### src/rtl/axi_led_ctrl_if.sv
// AXI-Lite channel bundle used between the system interconnect and the LED
// peripheral. Single-beat only; wlast/rlast are carried for bus compatibility.
interface axi_led_ctrl_if;
  // write address channel
  logic        awvalid;
  logic        awready;
  logic [31:0] awaddr;
  // write data channel
  logic        wvalid;
  logic        wready;
  logic [31:0] wdata;
  logic        wlast;
  // write response channel
  logic        bvalid;
  logic        bready;
  logic [1:0]  bresp;
  // read address channel
  logic        arvalid;
  logic        arready;
  logic [31:0] araddr;
  // read data channel
  logic        rvalid;
  logic        rready;
  logic [31:0] rdata;
  logic        rlast;

  modport master (
    output awvalid, awaddr, wvalid, wdata, wlast, bready, arvalid, araddr, rready,
    input  awready, wready, bvalid, bresp, arready, rvalid, rdata, rlast
  );

  modport slave (
    input  awvalid, awaddr, wvalid, wdata, wlast, bready, arvalid, araddr, rready,
    output awready, wready, bvalid, bresp, arready, rvalid, rdata, rlast
  );
endinterface

### src/rtl/axi_led_ctrl.sv
// AXI-Lite LED peripheral: static LED value, blink mask, blink period and a
// read-only status word, plus a free-running blink prescaler that drives the
// registered LED pins. Only the low address byte is decoded; the interconnect
// has already stripped the window base.
module axi_led_ctrl #(
  parameter int          LED_NUM   = 8,
  parameter logic [31:0] BLINK_RST = 32'd50_000_000
) (
  input  logic               clk,
  input  logic               rst,
  axi_led_ctrl_if.slave      axi,
  output logic [LED_NUM-1:0] led
);

  typedef enum logic [0:0] {
    W_IDLE = 1'b0,
    W_RESP = 1'b1
  } w_state_t;

  typedef enum logic [0:0] {
    R_IDLE = 1'b0,
    R_DATA = 1'b1
  } r_state_t;

  // word indices of the register map (byte offset >> 2)
  localparam logic [5:0]  IDX_LED    = 6'd0;
  localparam logic [5:0]  IDX_MASK   = 6'd1;
  localparam logic [5:0]  IDX_PERIOD = 6'd2;
  localparam logic [5:0]  IDX_STATUS = 6'd3;
  localparam logic [15:0] STATUS_TAG = 16'hAD1E;
  localparam logic [1:0]  RESP_OKAY  = 2'b00;
  localparam logic [1:0]  RESP_SLVERR = 2'b10;

  // Offsets 0x00..0x0F are backed by a register; everything else is a hole.
  function automatic logic is_mapped(input logic [7:0] off);
    return (off[7:4] == 4'h0);
  endfunction

  // ---------------------------------------------------------------------
  // register file and blink state
  // ---------------------------------------------------------------------
  logic [LED_NUM-1:0] led_out_r;
  logic [LED_NUM-1:0] mask_r;
  logic [31:0]        period_r;
  logic [31:0]        cnt_r;
  logic [31:0]        cnt_s;
  logic               phase_r;
  logic               phase_s;
  logic               wrap_s;
  logic               period_wr_s;
  logic [LED_NUM-1:0] led_r;
  logic [LED_NUM-1:0] led_s;

  // ---------------------------------------------------------------------
  // write channel state
  // ---------------------------------------------------------------------
  w_state_t    w_state_r;
  w_state_t    w_state_s;
  logic        aw_held_r;
  logic        aw_held_s;
  logic        w_held_r;
  logic        w_held_s;
  logic [7:0]  aw_addr_r;
  logic [7:0]  aw_addr_s;
  logic [31:0] w_data_r;
  logic [31:0] w_data_s;
  logic        awready_r;
  logic        awready_s;
  logic        wready_r;
  logic        wready_s;
  logic        bvalid_r;
  logic        bvalid_s;
  logic [1:0]  bresp_r;
  logic [1:0]  bresp_s;
  logic        aw_hs_s;
  logic        w_hs_s;
  logic        commit_s;
  logic [7:0]  commit_addr_s;
  logic [31:0] commit_data_s;

  // ---------------------------------------------------------------------
  // read channel state
  // ---------------------------------------------------------------------
  r_state_t    r_state_r;
  r_state_t    r_state_s;
  logic        arready_r;
  logic        arready_s;
  logic        rvalid_r;
  logic        rvalid_s;
  logic        rlast_r;
  logic        rlast_s;
  logic [31:0] rdata_r;
  logic [31:0] rdata_s;
  logic [31:0] rd_word_s;
  logic        ar_hs_s;

  // Address bits outside the decoded window and wlast carry no information
  // for this block; fold them here so they are visibly consumed.
  logic unused_bits_s;
  assign unused_bits_s = ^{axi.awaddr[31:8], axi.awaddr[1:0],
                           axi.araddr[31:8], axi.araddr[1:0], axi.wlast};

  assign aw_hs_s = axi.awvalid & awready_r;
  assign w_hs_s  = axi.wvalid  & wready_r;
  assign ar_hs_s = axi.arvalid & arready_r;

  assign axi.awready = awready_r;
  assign axi.wready  = wready_r;
  assign axi.bvalid  = bvalid_r;
  assign axi.bresp   = bresp_r;
  assign axi.arready = arready_r;
  assign axi.rvalid  = rvalid_r;
  assign axi.rlast   = rlast_r;
  assign axi.rdata   = rdata_r;
  assign led         = led_r;

  // Write FSM next state: capture AW and W independently, commit once both are in.
  always_comb begin
    w_state_s = w_state_r;
    aw_held_s = aw_held_r;
    w_held_s  = w_held_r;
    aw_addr_s = aw_addr_r;
    w_data_s  = w_data_r;
    bvalid_s  = bvalid_r;
    bresp_s   = bresp_r;
    commit_s  = 1'b0;
    // a channel handshaking this very edge takes precedence over the held copy
    commit_addr_s = aw_hs_s ? axi.awaddr[7:0] : aw_addr_r;
    commit_data_s = w_hs_s  ? axi.wdata       : w_data_r;
    case (w_state_r)
      W_IDLE: begin
        if (aw_hs_s) begin
          aw_addr_s = axi.awaddr[7:0];
        end else begin
          aw_addr_s = aw_addr_r;
        end
        if (w_hs_s) begin
          w_data_s = axi.wdata;
        end else begin
          w_data_s = w_data_r;
        end
        if ((aw_hs_s | aw_held_r) & (w_hs_s | w_held_r)) begin
          commit_s  = 1'b1;
          bvalid_s  = 1'b1;
          bresp_s   = is_mapped(commit_addr_s) ? RESP_OKAY : RESP_SLVERR;
          aw_held_s = 1'b0;
          w_held_s  = 1'b0;
          w_state_s = W_RESP;
        end else begin
          aw_held_s = aw_held_r | aw_hs_s;
          w_held_s  = w_held_r  | w_hs_s;
          w_state_s = W_IDLE;
        end
      end
      W_RESP: begin
        if (axi.bready) begin
          bvalid_s  = 1'b0;
          w_state_s = W_IDLE;
        end else begin
          bvalid_s  = 1'b1;
          w_state_s = W_RESP;
        end
      end
      default: begin
        w_state_s = W_IDLE;
        aw_held_s = 1'b0;
        w_held_s  = 1'b0;
        bvalid_s  = 1'b0;
      end
    endcase
    awready_s = (w_state_s == W_IDLE) & ~aw_held_s;
    wready_s  = (w_state_s == W_IDLE) & ~w_held_s;
  end

  // Write FSM state and registered write-channel outputs.
  always_ff @(posedge clk) begin
    if (rst) begin
      w_state_r <= W_IDLE;
      aw_held_r <= 1'b0;
      w_held_r  <= 1'b0;
      aw_addr_r <= 8'd0;
      w_data_r  <= 32'd0;
      awready_r <= 1'b0;
      wready_r  <= 1'b0;
      bvalid_r  <= 1'b0;
      bresp_r   <= 2'b00;
    end else begin
      w_state_r <= w_state_s;
      aw_held_r <= aw_held_s;
      w_held_r  <= w_held_s;
      aw_addr_r <= aw_addr_s;
      w_data_r  <= w_data_s;
      awready_r <= awready_s;
      wready_r  <= wready_s;
      bvalid_r  <= bvalid_s;
      bresp_r   <= bresp_s;
    end
  end

  // Register file update on a committed write; STATUS and holes are not writable.
  always_ff @(posedge clk) begin
    if (rst) begin
      led_out_r <= '0;
      mask_r    <= '0;
      period_r  <= BLINK_RST;
    end else if (commit_s) begin
      case (commit_addr_s[7:2])
        IDX_LED:    led_out_r <= commit_data_s[LED_NUM-1:0];
        IDX_MASK:   mask_r    <= commit_data_s[LED_NUM-1:0];
        IDX_PERIOD: period_r  <= commit_data_s;
        default:    period_r  <= period_r;
      endcase
    end else begin
      period_r <= period_r;
    end
  end

  // Read mux over the current register values (pre-commit on a shared edge).
  always_comb begin
    rd_word_s = 32'd0;
    case (axi.araddr[7:2])
      IDX_LED:    rd_word_s[LED_NUM-1:0] = led_out_r;
      IDX_MASK:   rd_word_s[LED_NUM-1:0] = mask_r;
      IDX_PERIOD: rd_word_s = period_r;
      IDX_STATUS: rd_word_s = {STATUS_TAG, 8'(LED_NUM), 7'd0, phase_r};
      default:    rd_word_s = 32'd0;
    endcase
  end

  // Read FSM next state: one outstanding read, data held until accepted.
  always_comb begin
    r_state_s = r_state_r;
    rvalid_s  = rvalid_r;
    rlast_s   = rlast_r;
    rdata_s   = rdata_r;
    case (r_state_r)
      R_IDLE: begin
        if (ar_hs_s) begin
          rdata_s   = rd_word_s;
          rvalid_s  = 1'b1;
          rlast_s   = 1'b1;
          r_state_s = R_DATA;
        end else begin
          r_state_s = R_IDLE;
        end
      end
      R_DATA: begin
        if (axi.rready) begin
          rvalid_s  = 1'b0;
          rlast_s   = 1'b0;
          r_state_s = R_IDLE;
        end else begin
          r_state_s = R_DATA;
        end
      end
      default: begin
        r_state_s = R_IDLE;
        rvalid_s  = 1'b0;
        rlast_s   = 1'b0;
      end
    endcase
    arready_s = (r_state_s == R_IDLE);
  end

  // Read FSM state and registered read-channel outputs.
  always_ff @(posedge clk) begin
    if (rst) begin
      r_state_r <= R_IDLE;
      arready_r <= 1'b0;
      rvalid_r  <= 1'b0;
      rlast_r   <= 1'b0;
      rdata_r   <= 32'd0;
    end else begin
      r_state_r <= r_state_s;
      arready_r <= arready_s;
      rvalid_r  <= rvalid_s;
      rlast_r   <= rlast_s;
      rdata_r   <= rdata_s;
    end
  end

  // Blink prescaler next state; a period write restarts the count but the
  // wrap decision for this edge still uses the old period.
  always_comb begin
    period_wr_s = commit_s & (commit_addr_s[7:2] == IDX_PERIOD);
    wrap_s      = (period_r != 32'd0) & (cnt_r == (period_r - 32'd1));
    if (period_wr_s) begin
      cnt_s = 32'd0;
    end else if (period_r == 32'd0) begin
      cnt_s = 32'd0;
    end else if (wrap_s) begin
      cnt_s = 32'd0;
    end else begin
      cnt_s = cnt_r + 32'd1;
    end
    if (wrap_s) begin
      phase_s = ~phase_r;
    end else begin
      phase_s = phase_r;
    end
    led_s = led_out_r ^ (mask_r & {LED_NUM{phase_r}});
  end

  // Blink prescaler, phase and LED pin registers.
  always_ff @(posedge clk) begin
    if (rst) begin
      cnt_r   <= 32'd0;
      phase_r <= 1'b0;
      led_r   <= '0;
    end else begin
      cnt_r   <= cnt_s;
      phase_r <= phase_s;
      led_r   <= led_s;
    end
  end

endmodule
### src/flat_wrapper.sv
// flat-port wrapper written by rule: the top's interface ports become plain ports
module axi_led_ctrl_flat 
#(
  parameter int          LED_NUM   = 8,
  parameter logic [31:0] BLINK_RST = 32'd50_000_000
)
  (clk, rst, led, axi_awvalid, axi_awaddr, axi_wvalid, axi_wdata, axi_wlast, axi_bready, axi_arvalid, axi_araddr, axi_rready, axi_awready, axi_wready, axi_bvalid, axi_bresp, axi_arready, axi_rvalid, axi_rdata, axi_rlast);
  axi_led_ctrl_if axi_i ();
  input  logic clk;
  input  logic rst;
  output logic [LED_NUM-1:0] led;
  input wire logic [$bits(axi_i.awvalid)-1:0] axi_awvalid;
  input wire logic [$bits(axi_i.awaddr)-1:0] axi_awaddr;
  input wire logic [$bits(axi_i.wvalid)-1:0] axi_wvalid;
  input wire logic [$bits(axi_i.wdata)-1:0] axi_wdata;
  input wire logic [$bits(axi_i.wlast)-1:0] axi_wlast;
  input wire logic [$bits(axi_i.bready)-1:0] axi_bready;
  input wire logic [$bits(axi_i.arvalid)-1:0] axi_arvalid;
  input wire logic [$bits(axi_i.araddr)-1:0] axi_araddr;
  input wire logic [$bits(axi_i.rready)-1:0] axi_rready;
  output wire logic [$bits(axi_i.awready)-1:0] axi_awready;
  output wire logic [$bits(axi_i.wready)-1:0] axi_wready;
  output wire logic [$bits(axi_i.bvalid)-1:0] axi_bvalid;
  output wire logic [$bits(axi_i.bresp)-1:0] axi_bresp;
  output wire logic [$bits(axi_i.arready)-1:0] axi_arready;
  output wire logic [$bits(axi_i.rvalid)-1:0] axi_rvalid;
  output wire logic [$bits(axi_i.rdata)-1:0] axi_rdata;
  output wire logic [$bits(axi_i.rlast)-1:0] axi_rlast;
  assign axi_i.awvalid = axi_awvalid;
  assign axi_i.awaddr = axi_awaddr;
  assign axi_i.wvalid = axi_wvalid;
  assign axi_i.wdata = axi_wdata;
  assign axi_i.wlast = axi_wlast;
  assign axi_i.bready = axi_bready;
  assign axi_i.arvalid = axi_arvalid;
  assign axi_i.araddr = axi_araddr;
  assign axi_i.rready = axi_rready;
  assign axi_awready = axi_i.awready;
  assign axi_wready = axi_i.wready;
  assign axi_bvalid = axi_i.bvalid;
  assign axi_bresp = axi_i.bresp;
  assign axi_arready = axi_i.arready;
  assign axi_rvalid = axi_i.rvalid;
  assign axi_rdata = axi_i.rdata;
  assign axi_rlast = axi_i.rlast;
  axi_led_ctrl #(.LED_NUM(LED_NUM), .BLINK_RST(BLINK_RST)) u_core (.clk(clk), .rst(rst), .axi(axi_i), .led(led));
endmodule
### config.mk
export PLATFORM = sky130hd
export DESIGN_NAME = axi_led_ctrl_flat
export DESIGN_NICKNAME = d
export VERILOG_FILES = /design/src/rtl/axi_led_ctrl_if.sv /design/src/rtl/axi_led_ctrl.sv /design/src/flat_wrapper.sv
export SDC_FILE = /design/constraint.sdc
export NUM_CORES = 1
export LEC_CHECK = 0
export CAP_MARGIN = 20
export CORE_ASPECT_RATIO = 1.4
export CORE_UTILIZATION = 60
export DETAILED_ROUTE_END_ITERATION = 12
export DONT_BUFFER_PORTS = 1
export GPL_TIMING_DRIVEN = 0
export PLACE_DENSITY = 0.76
export SLEW_MARGIN = 20
export SYNTH_ARGS = -nofsm -noshare
export SYNTH_HDL_FRONTEND = slang
export SYNTH_SLANG_ARGS = --single-unit
### constraint.sdc
create_clock -name clk -period 3.3 [get_ports clk]
set_input_delay 0.99 -clock clk [delete_from_list [all_inputs] [get_ports clk]]
set_output_delay 0.99 -clock clk [all_outputs]
set_load 0.05 [all_outputs]
==> impl_metrics.csv <==
group,metric,value,unit
sta,fin_skew,9.625,ps
clock_tree,clock_sinks,169,
power_and_ir_drop,power_leakage,3.109,nW
layout,final_common_cell,"dfxtp_1",
drt,wire_per_inst,18.30,µm
drt,dr_total_vias,7161,
floorplanning,start_util,62.45,%
layout,area_growth,12.69,%
sta,fin_crit_sh,99.11,%
global_routing,grt_overflow,0,
drt,wl_met1,8666,µm
sta,setup_slack,29.50,ps
clock_tree,cts_root_buffer,"clkbuf_16",
clock_tree,clk_pin_slew_worst_paths,70,ps
layout,n_antenna_cell,0,
outcome,status,"finished clean",
logic_synthesis,synthFlopType,"dfxtp_1",
logic_synthesis,yosysWarnings,0,
global_routing,grt_max_degree,17,
logic_synthesis,synth_edf_count,0,
drt,drtIter0Drc,372,
sta,maxSlewViolCount,0,
global_routing,grt_pass1_vias,6803,
logic_synthesis,ys_types,64,
drt,drc,0,
critical_path,cp_max_fo,10,
global_routing,grt_usage,31.61,%
critical_path,rrSetupSlack,30,ps
layout,final_cell_mix,"dfxtp_1 (167), nand2_1 (153), nor2_1 (101)",
sta,tightest_slew,700.1,ps
floorplanning,chipHeight,139.6,µm
floorplanning,coreArea,13000,µm²
global_routing,grt_first_pass_wirelength,34020,µm
logic_synthesis,syn_inst,970,
critical_path,critPathKind,"flip-flop to flip-flop",
sta,finalHoldViolations,0,
logic_synthesis,synth_area,8117,µm²
placement,portBuffers,0,
drt,dr_wl_met2,10980,µm
critical_path,cp-start-kind,"flip-flop",
logic_synthesis,synth.avg_cell_area,8.368,µm²
drt,drtPass1Iterations,6,
layout,drive_above_1_share,11.43,%
drt,avgViaCountPerCell,6.003,
clock_tree,h-tree-depth,4,
sta,holdWs,453.8,ps
drt,ant_nets,0,
floorplanning,die-area,14000,µm²
drt,drt_wl_total,21830,µm
floorplanning,io_pins,152,
clock_tree,cts_tree,"yes",
worst_hold_path,hp-class,"flip-flop to flip-flop",
layout,final_nets,1108,
logic_synthesis,synthArstFlopShare,0,%
sta,slew-limit-headroom,53.33,%
flow_run,maxCapViolCount,0,
floorplanning,dieWidth,100.3,µm
power_and_ir_drop,power.density,492.6,nW/µm²
drt,route.met3.wl,1417,µm
drt,top_layer_used,"met4",
global_routing,antenna_found_initial,0,
sta,setup_violations,0,
placement,place_congestion,0.8765,
clock_tree,clk_path_buf_depth,2,
logic_synthesis,syn_nets,1076,
sta,finalSetupTns,0,ps
floorplanning,rows,49,
logic_synthesis,ys_seq_elements,169,
critical_path,required,3620,ps
critical_path,endpoint_kind,"flip-flop",
placement,hpwl,15950,µm
logic_synthesis,yosysSeqAreaShare,41.68,%
sta,fmax,305.8,MHz
clock_tree,clock_latency,450,ps
placement,place_ws,-309.3,ps
clock_tree,cts-buffers-inserted,17,
layout,nFillCells,1095,
critical_path,cp.arrival,3590,ps
sta,post-route-min-period,3271,ps
power_and_ir_drop,ir_drop,0.3282,mV
==> final timing paths <==
path                                          from                               end  cells past startpoint
setup / recovery  u_core.period_r[14]$_SDFFE_PP1P_        u_core.cnt_r[4]$_SDFF_PP0_                     11
hold / removal    u_core.w_data_r[20]$_SDFFE_PP0N_  u_core.w_data_r[20]$_SDFFE_PP0N_                      2
hold reg to reg   u_core.w_data_r[20]$_SDFFE_PP0N_  u_core.w_data_r[20]$_SDFFE_PP0N_                      2
setup reg to reg  u_core.period_r[14]$_SDFFE_PP1P_        u_core.cnt_r[4]$_SDFF_PP0_                     11
==> sequential cells by signal (all words and copies together), names as in the netlist, 6 cells and up <==
signal            count
u_core.period_r      32
u_core.cnt_r         32
u_core.mask_r         8
u_core.led_out_r      8
u_core.led            8
u_core.w_data_r      32
u_core.aw_addr_r      6
u_core.axi.rdata     32
==> timing repair <==
item | CTS | global route
pin swaps | 2 | 7
setup endpoints to repair | 33 | 33
setup buffers | 3 | 9
resized for setup | 6 | 20
gates cloned | 1 | 0
hold buffers | 0 | 0
==> per-stage QoR <==
stage	instance area (µm²)	instances	power (mW)	utilization (%)
final	9146	1193	4.505	70.37
after global routing	9146	1193	4.623	70.37
after CTS	9020	1184	4.504	69.40
after detailed placement	8339	1148	2.465	64.16
after global placement	8339	1148	2.460	64.16
after floorplan	8117	970	2.393	-
==> worst max-delay path: stages, from the launching register on <==
cell	delay, ps
dfxtp_1	300
clkbuf_1	240
nor4_1	540
nand2_1	240
or4_1	570
o211a_1	170
a211oi_1	300
o22ai_2	190
nor3_4	240
buf_12	150
buf_6	160
nor3_2	60
==> where the power goes <==
group | switching, mW | leakage, nW | internal [mW]
clock | 0.901 | 0.293 | 1.18
sequential | 0.0604 | 1.37 | 2.08
combinational | 0.195 | 1.45 | 0.0871
total | 1.16 | 3.11 | 3.35
==> final cells by class <==
| class | count | area [µm²] | share of cell area, % |
|---|---|---|---|
| Inverter | 9 | 33.78 | 0.3694 |
| Tap cell | 178 | 222.7 | 2.435 |
| Timing Repair Buffer | 13 | 110.1 | 1.204 |
| Clock buffer | 19 | 452.9 | 4.952 |
| Clock inverter | 13 | 156.4 | 1.710 |
| Sequential cell | 169 | 3388 | 37.05 |
| Buffer | 78 | 355.3 | 3.885 |
| Multi-Input combinational cell | 714 | 4427 | 48.40 |
==> cell usage after synthesis (23+ instances only) <==
cell / n / area (µm²)
nor3_2: 31 / 310.3
xor2_1: 40 / 350.3
o21ai_0: 23 / 115.1
a211oi_1: 24 / 180.2
nand2_1: 153 / 574.3
a21oi_1: 68 / 340.3
dfxtp_1: 169 / 3383
nor2_1: 101 / 379.1
nand3_1: 43 / 215.2
xnor2_1: 37 / 324.1
clkbuf_1: 65 / 244.0
a22oi_1: 23 / 172.7
==> routing by layer <==
layer  vias up  global-route usage, %
met3        55                  7.735
li1       3456                      -
met2       215                  55.08
met5         -                      0
met1      3435                  35.89
met4         0                  14.57
==> cells by family (layout without fill, tap and decap cells) <==
kind of cell | Yosys count | count (layout) | synth area share [%]
xor gates and xnor gates | 77 | 77 | 8.309
muxes | 20 | 20 | 2.651
buffers and inverters | 87 | 132 | 4.748
DFF | 169 | 169 | 41.68
and+or+nand+nor | 421 | 421 | 26.45
other | 1 | 1 | 0.04620
AOI/OAI and AO/OA | 193 | 193 | 15.80
adders and majority gates | 2 | 2 | 0.3083
(Power assumes the default switching activity.)
